File: src/rtl/multi_fan_ctrl_pkg.sv
// Shared definitions for the multi-channel fan controller: stall FSM
// encoding, saturation constants and the proportional auto-duty helper.
package multi_fan_ctrl_pkg;

  typedef enum logic [1:0] {
    ST_RUN     = 2'd0,
    ST_SUSPECT = 2'd1,
    ST_KICK    = 2'd2
  } fan_state_t;

  localparam logic [11:0] DUTY_FULL = 12'hFFF;
  localparam logic [15:0] RPM_SAT   = 16'hFFFF;
  localparam logic [9:0]  EDGE_SAT  = 10'd1023;

  // Floor duty at or below target; above it the error is scaled onto the
  // floor in 17 bits so the clamp sees the true sum.
  function automatic logic [11:0] calc_auto_duty(
    input logic [11:0] temp,
    input logic [11:0] temp_target,
    input logic [11:0] duty_min,
    input logic [11:0] duty_max,
    input int unsigned kp_shift
  );
    logic signed [12:0] err;
    logic        [16:0] sum;
    err = $signed({1'b0, temp}) - $signed({1'b0, temp_target});
    sum = {5'd0, duty_min} + ({5'd0, err[11:0]} << kp_shift);
    if (err <= 13'sd0)
      calc_auto_duty = duty_min;
    else if (sum > {5'd0, duty_max})
      calc_auto_duty = duty_max;
    else
      calc_auto_duty = sum[11:0];
  endfunction

endpackage

File: src/rtl/multi_fan_ctrl_channel.sv
// One fan channel: tach synchroniser (plus optional deglitch filter when
// FAN_TACH_DEGLITCH_EN is defined), edge counter, RPM latch, stall/kick
// FSM, wrap-aligned duty load and PWM compare.
module multi_fan_ctrl_channel
  import multi_fan_ctrl_pkg::*;
#(
  parameter int RPM_MUL   = 60,
  parameter int STALL_RPM = 300,
  parameter int STALL_WIN = 3,
  parameter int KICK_WIN  = 2
`ifdef FAN_TACH_DEGLITCH_EN
  , parameter int DEGLITCH_CYC = 16
`endif
) (
  input  logic        clk,
  input  logic        rstn,
  input  logic        tach,
  input  logic        mode,
  input  logic [11:0] manual_duty,
  input  logic [11:0] auto_duty,
  input  logic [11:0] pwm_cnt,
  input  logic        pwm_wrap,
  input  logic        win_end,
  output logic        pwm,
  output logic [11:0] duty,
  output logic [15:0] rpm,
  output logic        stall
);

  logic        tach_s1, tach_s2, tach_f, tach_prev, tach_rise;
  logic [9:0]  edges;
  logic [31:0] rpm_prod;
  logic [15:0] rpm_new;
  logic        low;
  logic [11:0] req_duty;
  fan_state_t  state, state_nxt;
  logic [7:0]  low_cnt, low_cnt_nxt, kick_cnt, kick_cnt_nxt;
  logic        stall_nxt;

  // Two-flop synchroniser for the asynchronous open-collector tach input.
  // NOTE: rstn is sampled inside the clocked body (synchronous reset), and all
  // state here uses <= so every flop sees pre-edge values of its neighbours.
  always_ff @(posedge clk) begin
    if (!rstn) begin
      tach_s1 <= 1'b0;
      tach_s2 <= 1'b0;
    end else begin
      tach_s1 <= tach;
      tach_s2 <= tach_s1;
    end
  end

`ifdef FAN_TACH_DEGLITCH_EN
  localparam int DG_W = $clog2(DEGLITCH_CYC + 1);
  logic [DG_W-1:0] dg_cnt;
  logic            tach_filt;

  // Filtered level follows the synchronised tach only after it has held a
  // new level for DEGLITCH_CYC consecutive cycles.
  always_ff @(posedge clk) begin
    if (!rstn) begin
      dg_cnt    <= '0;
      tach_filt <= 1'b0;
    end else if (tach_s2 == tach_filt) begin
      dg_cnt <= '0;
    end else if (dg_cnt == DG_W'(DEGLITCH_CYC - 1)) begin
      tach_filt <= tach_s2;
      dg_cnt    <= '0;
    end else begin
      dg_cnt <= dg_cnt + 1'b1;
    end
  end
  assign tach_f = tach_filt;
`else
  assign tach_f = tach_s2;
`endif

  assign tach_rise = tach_f & ~tach_prev;
  assign rpm_prod  = 32'(edges) * 32'(RPM_MUL);
  assign rpm_new   = (rpm_prod > 32'(RPM_SAT)) ? RPM_SAT : rpm_prod[15:0];
  assign low       = (rpm_new < 16'(STALL_RPM));
  assign req_duty  = mode ? manual_duty : auto_duty;

  // Rising-edge counter; an edge in the window-end cycle seeds the new window.
  always_ff @(posedge clk) begin
    if (!rstn) begin
      tach_prev <= 1'b0;
      edges     <= '0;
      rpm       <= '0;
    end else begin
      tach_prev <= tach_f;
      if (win_end) begin
        edges <= {9'd0, tach_rise};
        rpm   <= rpm_new;
      end else if (tach_rise && edges != EDGE_SAT) begin
        edges <= edges + 10'd1;
      end
    end
  end

  // Stall FSM next state: acts on window ends, except that a zero request
  // parks the channel in RUN immediately since a stopped fan is not a stall.
  // NOTE: every output gets its hold value first so no path infers a latch.
  always_comb begin
    state_nxt    = state;
    low_cnt_nxt  = low_cnt;
    kick_cnt_nxt = kick_cnt;
    stall_nxt    = stall;
    if (req_duty == 12'd0) begin
      state_nxt    = ST_RUN;
      low_cnt_nxt  = '0;
      kick_cnt_nxt = '0;
      stall_nxt    = 1'b0;
    end else if (win_end) begin
      case (state)
        ST_RUN: begin
          if (low) begin
            if (STALL_WIN <= 1) begin
              state_nxt    = ST_KICK;
              stall_nxt    = 1'b1;
              kick_cnt_nxt = '0;
            end else begin
              state_nxt   = ST_SUSPECT;
              low_cnt_nxt = 8'd1;
            end
          end
        end
        ST_SUSPECT: begin
          if (!low) begin
            state_nxt   = ST_RUN;
            low_cnt_nxt = '0;
          end else if (low_cnt + 8'd1 == 8'(STALL_WIN)) begin
            state_nxt    = ST_KICK;
            stall_nxt    = 1'b1;
            kick_cnt_nxt = '0;
            low_cnt_nxt  = '0;
          end else begin
            low_cnt_nxt = low_cnt + 8'd1;
          end
        end
        ST_KICK: begin
          if (kick_cnt + 8'd1 == 8'(KICK_WIN)) begin
            kick_cnt_nxt = '0;
            if (!low) begin
              state_nxt = ST_RUN;
              stall_nxt = 1'b0;
            end
          end else begin
            kick_cnt_nxt = kick_cnt + 8'd1;
          end
        end
        default: state_nxt = ST_RUN;
      endcase
    end
  end

  // Stall FSM state register.
  always_ff @(posedge clk) begin
    if (!rstn) begin
      state    <= ST_RUN;
      low_cnt  <= '0;
      kick_cnt <= '0;
      stall    <= 1'b0;
    end else begin
      state    <= state_nxt;
      low_cnt  <= low_cnt_nxt;
      kick_cnt <= kick_cnt_nxt;
      stall    <= stall_nxt;
    end
  end

  // Duty changes only at the counter wrap, so a period is never cut short.
  always_ff @(posedge clk) begin
    if (!rstn) begin
      duty <= '0;
      pwm  <= 1'b0;
    end else begin
      if (pwm_wrap)
        duty <= (state == ST_KICK && req_duty != 12'd0) ? DUTY_FULL : req_duty;
      pwm <= (duty == DUTY_FULL) || (pwm_cnt < duty);
    end
  end

endmodule

File: src/rtl/multi_fan_ctrl.sv
// N-channel closed-loop fan controller top: auto-duty arithmetic, shared
// PWM counter/prescaler and RPM window timer feeding N fan channels.
// Define FAN_TACH_DEGLITCH_EN to enable the tach deglitch filter.
module multi_fan_ctrl
  import multi_fan_ctrl_pkg::*;
#(
  parameter int N_FAN      = 2,
  parameter int PWM_PRESC  = 1,
  parameter int WIN_CYCLES = 25_000_000,
  parameter int RPM_MUL    = 60,
  parameter int DUTY_MIN   = 800,
  parameter int DUTY_MAX   = 4095,
  parameter int KP_SHIFT   = 4,
  parameter int STALL_RPM  = 300,
  parameter int STALL_WIN  = 3,
  parameter int KICK_WIN   = 2
`ifdef FAN_TACH_DEGLITCH_EN
  , parameter int DEGLITCH_CYC = 16
`endif
) (
  input  logic                clk,
  input  logic                rstn,
  input  logic [11:0]         temp,
  input  logic [11:0]         temp_target,
  input  logic [N_FAN-1:0]    mode,
  input  logic [12*N_FAN-1:0] manual_duty,
  input  logic [N_FAN-1:0]    tach,
  output logic [N_FAN-1:0]    pwm,
  output logic [12*N_FAN-1:0] duty,
  output logic [16*N_FAN-1:0] rpm,
  output logic                rpm_valid,
  output logic [N_FAN-1:0]    stall
);

  localparam int PRESC_W = (PWM_PRESC > 1) ? $clog2(PWM_PRESC) : 1;
  localparam int WIN_W   = (WIN_CYCLES > 1) ? $clog2(WIN_CYCLES) : 1;

  logic [11:0]        auto_duty;
  logic [PRESC_W-1:0] presc_cnt;
  logic [11:0]        pwm_cnt;
  logic               pwm_tick, pwm_wrap;
  logic [WIN_W-1:0]   win_cnt;
  logic               win_end;

  assign pwm_tick = (presc_cnt == PRESC_W'(PWM_PRESC - 1));
  assign pwm_wrap = pwm_tick && (pwm_cnt == DUTY_FULL);
  assign win_end  = (win_cnt == WIN_W'(WIN_CYCLES - 1));

  // Registered auto target shared by every channel in auto mode.
  always_ff @(posedge clk) begin
    if (!rstn)
      auto_duty <= '0;
    else
      auto_duty <= calc_auto_duty(temp, temp_target, 12'(DUTY_MIN),
                                  12'(DUTY_MAX), KP_SHIFT);
  end

  // Prescaled 12-bit PWM counter common to all channels.
  always_ff @(posedge clk) begin
    if (!rstn) begin
      presc_cnt <= '0;
      pwm_cnt   <= '0;
    end else if (pwm_tick) begin
      presc_cnt <= '0;
      pwm_cnt   <= pwm_cnt + 12'd1;
    end else begin
      presc_cnt <= presc_cnt + 1'b1;
    end
  end

  // RPM measurement window timer and its end-of-window strobe.
  always_ff @(posedge clk) begin
    if (!rstn) begin
      win_cnt   <= '0;
      rpm_valid <= 1'b0;
    end else begin
      win_cnt   <= win_end ? '0 : win_cnt + 1'b1;
      rpm_valid <= win_end;
    end
  end

  for (genvar i = 0; i < N_FAN; i++) begin : g_ch
    multi_fan_ctrl_channel #(
      .RPM_MUL   (RPM_MUL),
      .STALL_RPM (STALL_RPM),
      .STALL_WIN (STALL_WIN),
      .KICK_WIN  (KICK_WIN)
`ifdef FAN_TACH_DEGLITCH_EN
      , .DEGLITCH_CYC(DEGLITCH_CYC)
`endif
    ) u_ch (
      .clk         (clk),
      .rstn        (rstn),
      .tach        (tach[i]),
      .mode        (mode[i]),
      .manual_duty (manual_duty[12*i +: 12]),
      .auto_duty   (auto_duty),
      .pwm_cnt     (pwm_cnt),
      .pwm_wrap    (pwm_wrap),
      .win_end     (win_end),
      .pwm         (pwm[i]),
      .duty        (duty[12*i +: 12]),
      .rpm         (rpm[16*i +: 16]),
      .stall       (stall[i])
    );
  end

endmodule
File: config.mk
export PLATFORM = sky130hd
export DESIGN_NAME = multi_fan_ctrl
export DESIGN_NICKNAME = d
export VERILOG_FILES = /design/src/rtl/multi_fan_ctrl_pkg.sv /design/src/rtl/multi_fan_ctrl_channel.sv /design/src/rtl/multi_fan_ctrl.sv
export SDC_FILE = /design/constraint.sdc
export NUM_CORES = 1
export LEC_CHECK = 0
export CORE_UTILIZATION = 63
export CTS_CLUSTER_SIZE = 40
export DETAILED_ROUTE_END_ITERATION = 16
export PLACE_DENSITY = 0.84
export SETUP_SLACK_MARGIN = 0.3
export SYNTH_ARGS = -nofsm -noshare
export SYNTH_HDL_FRONTEND = slang
export SYNTH_SLANG_ARGS = --single-unit
File: constraint.sdc
create_clock -name clk -period 9 [get_ports clk]
set_input_delay 1.8 -clock clk [delete_from_list [all_inputs] [get_ports clk]]
set_output_delay 1.8 -clock clk [all_outputs]
set_load 0.02 [all_outputs]
==> results of run 1 <==
[kinds of logic (layout without fill, tap and decap cells)]
family / after synthesis / after routing / synth area share (%)
compound gates: 313 / 313 / 17.4
xor+xnor: 82 / 82 / 6.43
fa+ha+maj: 136 / 136 / 17.6
buf+inv: 178 / 272 / 6.33
flops: 166 / 166 / 29.7
mux: 27 / 27 / 2.43
other cells: 1 / 5 / 0.0336
simple gates: 455 / 455 / 20.1
[power by group through the flow]
stage / logic (mW) / registers [mW] / clock network, mW
6_report: 0.155 / 0.751 / 0.804
3_5_place_dp: 0.152 / 0.767 / 0
3_3_place_gp: 0.148 / 0.767 / 0
2_1_floorplan: 0.105 / 0.765 / 0
5_1_grt: 0.172 / 0.752 / 0.845
4_1_cts: 0.154 / 0.751 / 0.807
[critical path, stage by stage (launching register included)]
cell	delay, ps
dfxtp_1	400
inv_1	200
fa_1	520
fa_1	520
inv_1	40
ha_1	400
and3_1	220
a221o_1	350
a21oi_1	240
o21ai_0	140
a211oi_1	350
and2_1	410
a32oi_1	370
or4b_2	750
a21oi_1	160
[flip-flops by register name (all words and copies together), names as in the netlist, 2 cells and up]
name,cells
win_cnt,25
auto_duty,9
g_ch.u_ch.tach_s1,2
g_ch.u_ch.pwm,2
g_ch.u_ch.duty,24
pwm_cnt,12
g_ch.u_ch.tach_f,2
g_ch.u_ch.stall,2
g_ch.u_ch.edges,20
g_ch.u_ch.low_cnt,16
g_ch.u_ch.kick_cnt,16
g_ch.u_ch.tach_prev,2
g_ch.u_ch.state,4
g_ch.u_ch.rpm,28
[cells in the mapped netlist (22+ instances only)]
cell type / number / area, µm²
dfxtp_1: 166 / 3320
inv_1: 124 / 465
nor2_1: 118 / 443
a21oi_1: 113 / 566
nand2_1: 104 / 390
ha_1: 101 / 1260
o21ai_0: 75 / 375
nand3_1: 62 / 310
xnor2_1: 46 / 403
clkbuf_1: 38 / 143
xor2_1: 36 / 315
fa_1: 35 / 701
nand4_1: 27 / 169
mux2i_1: 26 / 260
and3_1: 25 / 156
a21o_1: 24 / 180
nor3_1: 22 / 110
[final timing paths]
kind,from,to,cells after the start
setup / recovery,g_ch[1].u_ch.edges[7]$_SDFFE_PP0P_,g_ch[1].u_ch.kick_cnt[5]$_SDFFE_PP0P_,14
hold / removal,g_ch[0].u_ch.tach_s1$_SDFF_PN0_,g_ch[0].u_ch.tach_f$_SDFF_PN0_,1
setup reg to reg,g_ch[1].u_ch.edges[7]$_SDFFE_PP0P_,g_ch[1].u_ch.kick_cnt[5]$_SDFFE_PP0P_,14
hold reg to reg,g_ch[0].u_ch.tach_s1$_SDFF_PN0_,g_ch[0].u_ch.tach_f$_SDFF_PN0_,1
[layout make-up]
cell class | count | area, µm² | share of cell area, %
Inverter | 125 | 469 | 3.60
Tap cell | 225 | 282 | 2.16
Sequential cell | 166 | 3320 | 25.5
Timing Repair Buffer | 115 | 1140 | 8.74
Multi-Input combinational cell | 1018 | 7170 | 55.1
Clock inverter | 15 | 211 | 1.62
Clock buffer | 17 | 425 | 3.27
[per-stage QoR]
| stage | utilization [%] | cells | power (mW) | hold WS, ps | worst slack (ps) |
|---|---|---|---|---|---|
| floorplan | - | 1362 | 0.870 | 412 | 4360 |
| global placement | 71.6 | 1649 | 0.915 | 417 | 3760 |
| detailed placement | 71.6 | 1649 | 0.920 | 425 | 3630 |
| CTS | 75.3 | 1681 | 1.71 | 441 | 3880 |
| global route | 75.3 | 1681 | 1.77 | 465 | 3440 |
| finish | 75.3 | 1681 | 1.71 | 437 | 3850 |
[metal layers]
| metal | vias up | global-route usage, % |
|---|---|---|
| li1 | 4869 | - |
| met1 | 4667 | 40.2 |
| met2 | 310 | 50.1 |
| met3 | 62 | 5.95 |
| met4 | 0 | 10.7 |
| met5 | - | 0 |
==> results_dict.tcl, run 1 <==
set metrics [dict create \
    outcome "finished, final reports clean" \
    hold_path.class "flop to flop" \
    wl_per_cell_um 16.0 \
    num-nets-final 1633 \
    synth_warnings 0 \
    die_area_um2 18300 \
    synth_cell_type_count 76 \
    drtPass1Iterations 5 \
    cts.hold.buffers_added 0 \
    top_layer "met4" \
    clk_latency_ps 430 \
    clkPwrFrac_pct 47.0 \
    areaGrowthSynthToFinish_pct 16.5 \
    p_sw_mw 0.424 \
    ant_nets 0 \
    num_rows 48 \
    cts_resized 0 \
    grt_pass1_wl_um 44800 \
    ys_async_sr_fraction_pct 0 \
    grt_use_total_pct 30.6 \
    drtIter0Drc 710 \
    maxCapViolCount 0 \
    setup_viol 0 \
    design_area_um2 13000 \
    ioPinCount 115 \
    gp_congestion 0.914 \
    setup-tns-final_ps 0 \
    cts_made_buffers 17 \
    cts_tree "built" \
    relSlewSlack_pct 22.8 \
    cts_sinks 166 \
    mostFrequentLayoutCells "dfxtp_1 (166), inv_1 (124), nor2_1 (118), a21oi_1 (113), clkdlybuf4s50_1 (110)" \
    route.met3.wl_um 1520 \
    synthCells 1358 \
    dieHeight_um 135 \
    grt_overflow 0 \
    drt_wl_total_um 26800 \
    layout-drive-gt1-share_pct 3.78 \
    period_share_pct 57.2 \
    vias 9908 \
    p_comb_share_pct 9.0 \
    wl_met2_um 12800 \
    grt_max_degree 47 \
    min_period_ps 5150 \
    drcViolationCount 0 \
    cts_max_level 4 \
    synth_edf_count 0 \
    critPathKind "flop to flop" \
    initial_core_util_pct 64.6 \
    worstMarginPinSlew_ps 1160 \
    switching_share_pct 24.8 \
    dpl_cell_area_um2 12400 \
    intPower_mw 1.29 \
    power.leakage_nw 5.38 \
    final_hold_viol_count 0 \
    ctsLongestPathBuffers 2 \
    die_w_um 135 \
    cp_data_arrival_time_ps 5510 \
    synth-seq-cells 166 \
    hpwl_um 19300 \
    root_buffer "clkbuf_16" \
    clk_pin_slew_ps 70 \
    crit_path_end_kind "flop" \
    cts_setup_buffers 0 \
    max-vdd-ir-drop_mv 0.141 \
    rsz0062_at_grt "false" \
    ff2ff_setup_slack_ps 3850 \
    grt_pass1_vias 9448 \
    nFillCells 1226 \
    start_kind "flop" \
    worst_clock_skew_ps 7.65 \
    numPortBuffers 110 \
    drt-met1-wl_um 11900 \
    core_um2 17300 \
    crit_fanout 15 \
    antenna_found_initial 0 \
    slew_viol_final 0 \
    vias_per_cell 5.89 \
    syn_area_per_cell_um2 8.23 \
    p_per_area_nw_per_um2 131 \
    final_common_cell "dfxtp_1" \
    critPathRequiredTime_ps 9360 \
    antenna_cells 0 \
    synth_flop_cell "dfxtp_1" \
    pwr-share-seq_pct 43.9 \
    fmaxAchievable_mhz 194 \
    syn_area_um2 11200 \
    seq_area_frac_synth_pct 29.7 \
]
Power figures use the tool's default switching activity.
==> run 2: changes to the inputs <==
CORE_UTILIZATION = 53   (was 63)
PLACE_DENSITY = 0.75   (was 0.84)
clock period = 4.2 ns   (was 9 ns; I/O delays follow)
==> run 2 against run 1 <==
Effect of this change:
- the run now ends with setup timing left
- clock power increased by 87%
- utilization decreased by 4.9 points
- combinational power increased by 130%
- maximum frequency increased by 21%
- die area increased by 19%
- worst hold slack got worse by 6.7 ps
- critical path depth unchanged
- critical endpoint is now g_ch[0].u_ch.kick_cnt[5]$_SDFFE_PP0P_
==> results_dict.tcl, run 2 (same netlist as run 1, synthesis figures left out) <==
set metrics [dict create \
    die_w_um 147 \
    worstMarginPinSlew_ps 1150 \
    power_mw 3.45 \
    num_rows 52 \
    critical_path.cell_chain "inv_4 -> fa_1 -> fa_1 -> inv_1 -> ha_4 -> nand4_1 -> nor2_2 -> a2111o_1 -> o311ai_2 -> or4_4 -> nand4bb_4 -> o31a_1 -> or4_4 -> a21oi_2" \
    maxCapViolCount 0 \
    final_common_cell "dfxtp_1" \
    vias 10300 \
    largest_reg_flops 28 \
    setup_viol 4 \
    rsz0062_at_grt "true" \
    dieHeight_um 147 \
    core_um2 20400 \
    pwr-share-seq_pct 46.3 \
    num-nets-final 1724 \
    areaGrowthSynthToFinish_pct 28.6 \
    ant_nets 0 \
    crit_path_end_kind "flop" \
    outcome "finished, violations left" \
    p_comb_share_pct 10.4 \
    start_kind "flop" \
    clkPwrFrac_pct 43.3 \
    ioPinCount 115 \
    antenna_cells 0 \
    cts.hold.buffers_added 0 \
    wl_per_cell_um 15.9 \
    root_buffer "clkbuf_16" \
    ctsLongestPathBuffers 2 \
    gp_congestion 0.917 \
    nFillCells 1553 \
    critPathKind "flop to flop" \
    slew_viol_final 0 \
    clk_pin_slew_ps 70 \
    hold_path.class "flop to flop" \
    drtIter0Drc 586 \
    cts_tree "built" \
    fin_ws_ps -43.1 \
    fin_util_pct 70.3 \
    grt_pass1_wl_um 47100 \
    grt_pass1_vias 10100 \
    crit_fanout 4 \
    grt_use_total_pct 26.5 \
    final_hold_viol_count 0 \
    grt_max_degree 47 \
    mostFrequentLayoutCells "dfxtp_1 (149), nor2_1 (117), clkdlybuf4s50_1 (110), inv_1 (109), nand2_1 (102)" \
    clk_latency_ps 440 \
    max-vdd-ir-drop_mv 0.248 \
    fmaxAchievable_mhz 236 \
    intPower_mw 2.56 \
    regMostFlops "g_ch.u_ch.rpm" \
    grt_overflow 0 \
    cts_made_buffers 17 \
    min_period_ps 4240 \
    max_stage_delay_ps 520 \
    initial_core_util_pct 54.7 \
    cts_max_level 4 \
    p_per_area_nw_per_um2 240 \
    drtPass1Iterations 8 \
    cp_data_arrival_time_ps 4620 \
    die_area_um2 21700 \
    violations "setup timing" \
    relSlewSlack_pct 22.4 \
    layout-drive-gt1-share_pct 16.9 \
    cp_slowest_cell "fa_1" \
    period_share_pct 101 \
    hpwl_um 20500 \
    switching_share_pct 25.8 \
    vias_per_cell 5.65 \
    antenna_found_initial 0 \
    cts_sinks 166 \
    power.leakage_nw 5.87 \
    critPathRequiredTime_ps 4580 \
    p_sw_mw 0.891 \
    drcViolationCount 0 \
    largest_registers "g_ch.u_ch.rpm (28), win_cnt (25), g_ch.u_ch.duty (24)" \
    numPortBuffers 110 \
    drt_wl_total_um 29000 \
    worst_clock_skew_ps 11.2 \
]
[run 2: path summary, 6_finish.rpt]
check                                          start                                     to  slack [ps]  cells after the start
setup / recovery  g_ch[0].u_ch.edges[5]$_SDFFE_PP0P_  g_ch[0].u_ch.kick_cnt[5]$_SDFFE_PP0P_         -40                     14
setup reg to reg  g_ch[0].u_ch.edges[5]$_SDFFE_PP0P_  g_ch[0].u_ch.kick_cnt[5]$_SDFFE_PP0P_         -40                     14
hold / removal       g_ch[0].u_ch.tach_s1$_SDFF_PN0_         g_ch[0].u_ch.tach_f$_SDFF_PN0_         430                      1
hold reg to reg      g_ch[0].u_ch.tach_s1$_SDFF_PN0_         g_ch[0].u_ch.tach_f$_SDFF_PN0_         430                      1
[run 2: what timing repair did]
item                       CTS  global route
buffers inserted            19             5
hold endpoints to repair     0             0
setup endpoints to repair   37            46
pin swaps                   31            40
cloned                       0             1
gates resized for setup     73            64
[run 2: metal layers]
metal | vias up | part of all wire [%] | GRT usage [%]
li1 | 5050 | - | -
met1 | 4879 | 44 | 33.9
met2 | 305 | 49 | 45.8
met3 | 40 | 5.6 | 5.22
met4 | 0 | 1.3 | 6.39
met5 | - | 0 | 0
[run 2: metrics by stage]
step | hold slack, ps | setup TNS [ps] | std cells | setup WS (ps) | area, µm²
after floorplan | 412 | 0 | 1362 | 93.2 | 11300
after CTS | 434 | 0 | 1811 | 59.6 | 14000
after global placement | 419 | 0 | 1760 | 33.9 | 13000
after global routing | 449 | -1110 | 1817 | -207 | 14400
after detailed placement | 424 | -682 | 1760 | -86.4 | 13000
final | 430 | -89.5 | 1817 | -43.1 | 14400
[run 2: layout make-up]
class | instances | area [µm²] | area share (%)
timing repair buffer | 206 | 1860 | 12.9
sequential | 166 | 3370 | 23.4
inverter | 125 | 479 | 3.33
clock buffer | 20 | 467 | 3.25
clock inverter | 12 | 92.6 | 0.644
multi-input combinational | 1018 | 7770 | 54.1
tap | 270 | 338 | 2.35
[run 2: worst max-delay path, delay by kind of cell (launching register included)]
family	cells	cell delay, ps
and+or+nand+nor	5	1580
DFF	1	370
AOI/OAI and AO/OA	4	820
adders and majority gates	3	1300
buffers and inverters	2	110
[run 2: power groups by stage]
stage | Sequential (mW) | Combinational [mW] | Clock, mW
floorplan | 1.64 | 0.227 | 0
global placement | 1.64 | 0.335 | 0
detailed placement | 1.64 | 0.342 | 0
CTS | 1.60 | 0.347 | 1.51
global route | 1.60 | 0.394 | 1.58
finish | 1.60 | 0.358 | 1.50
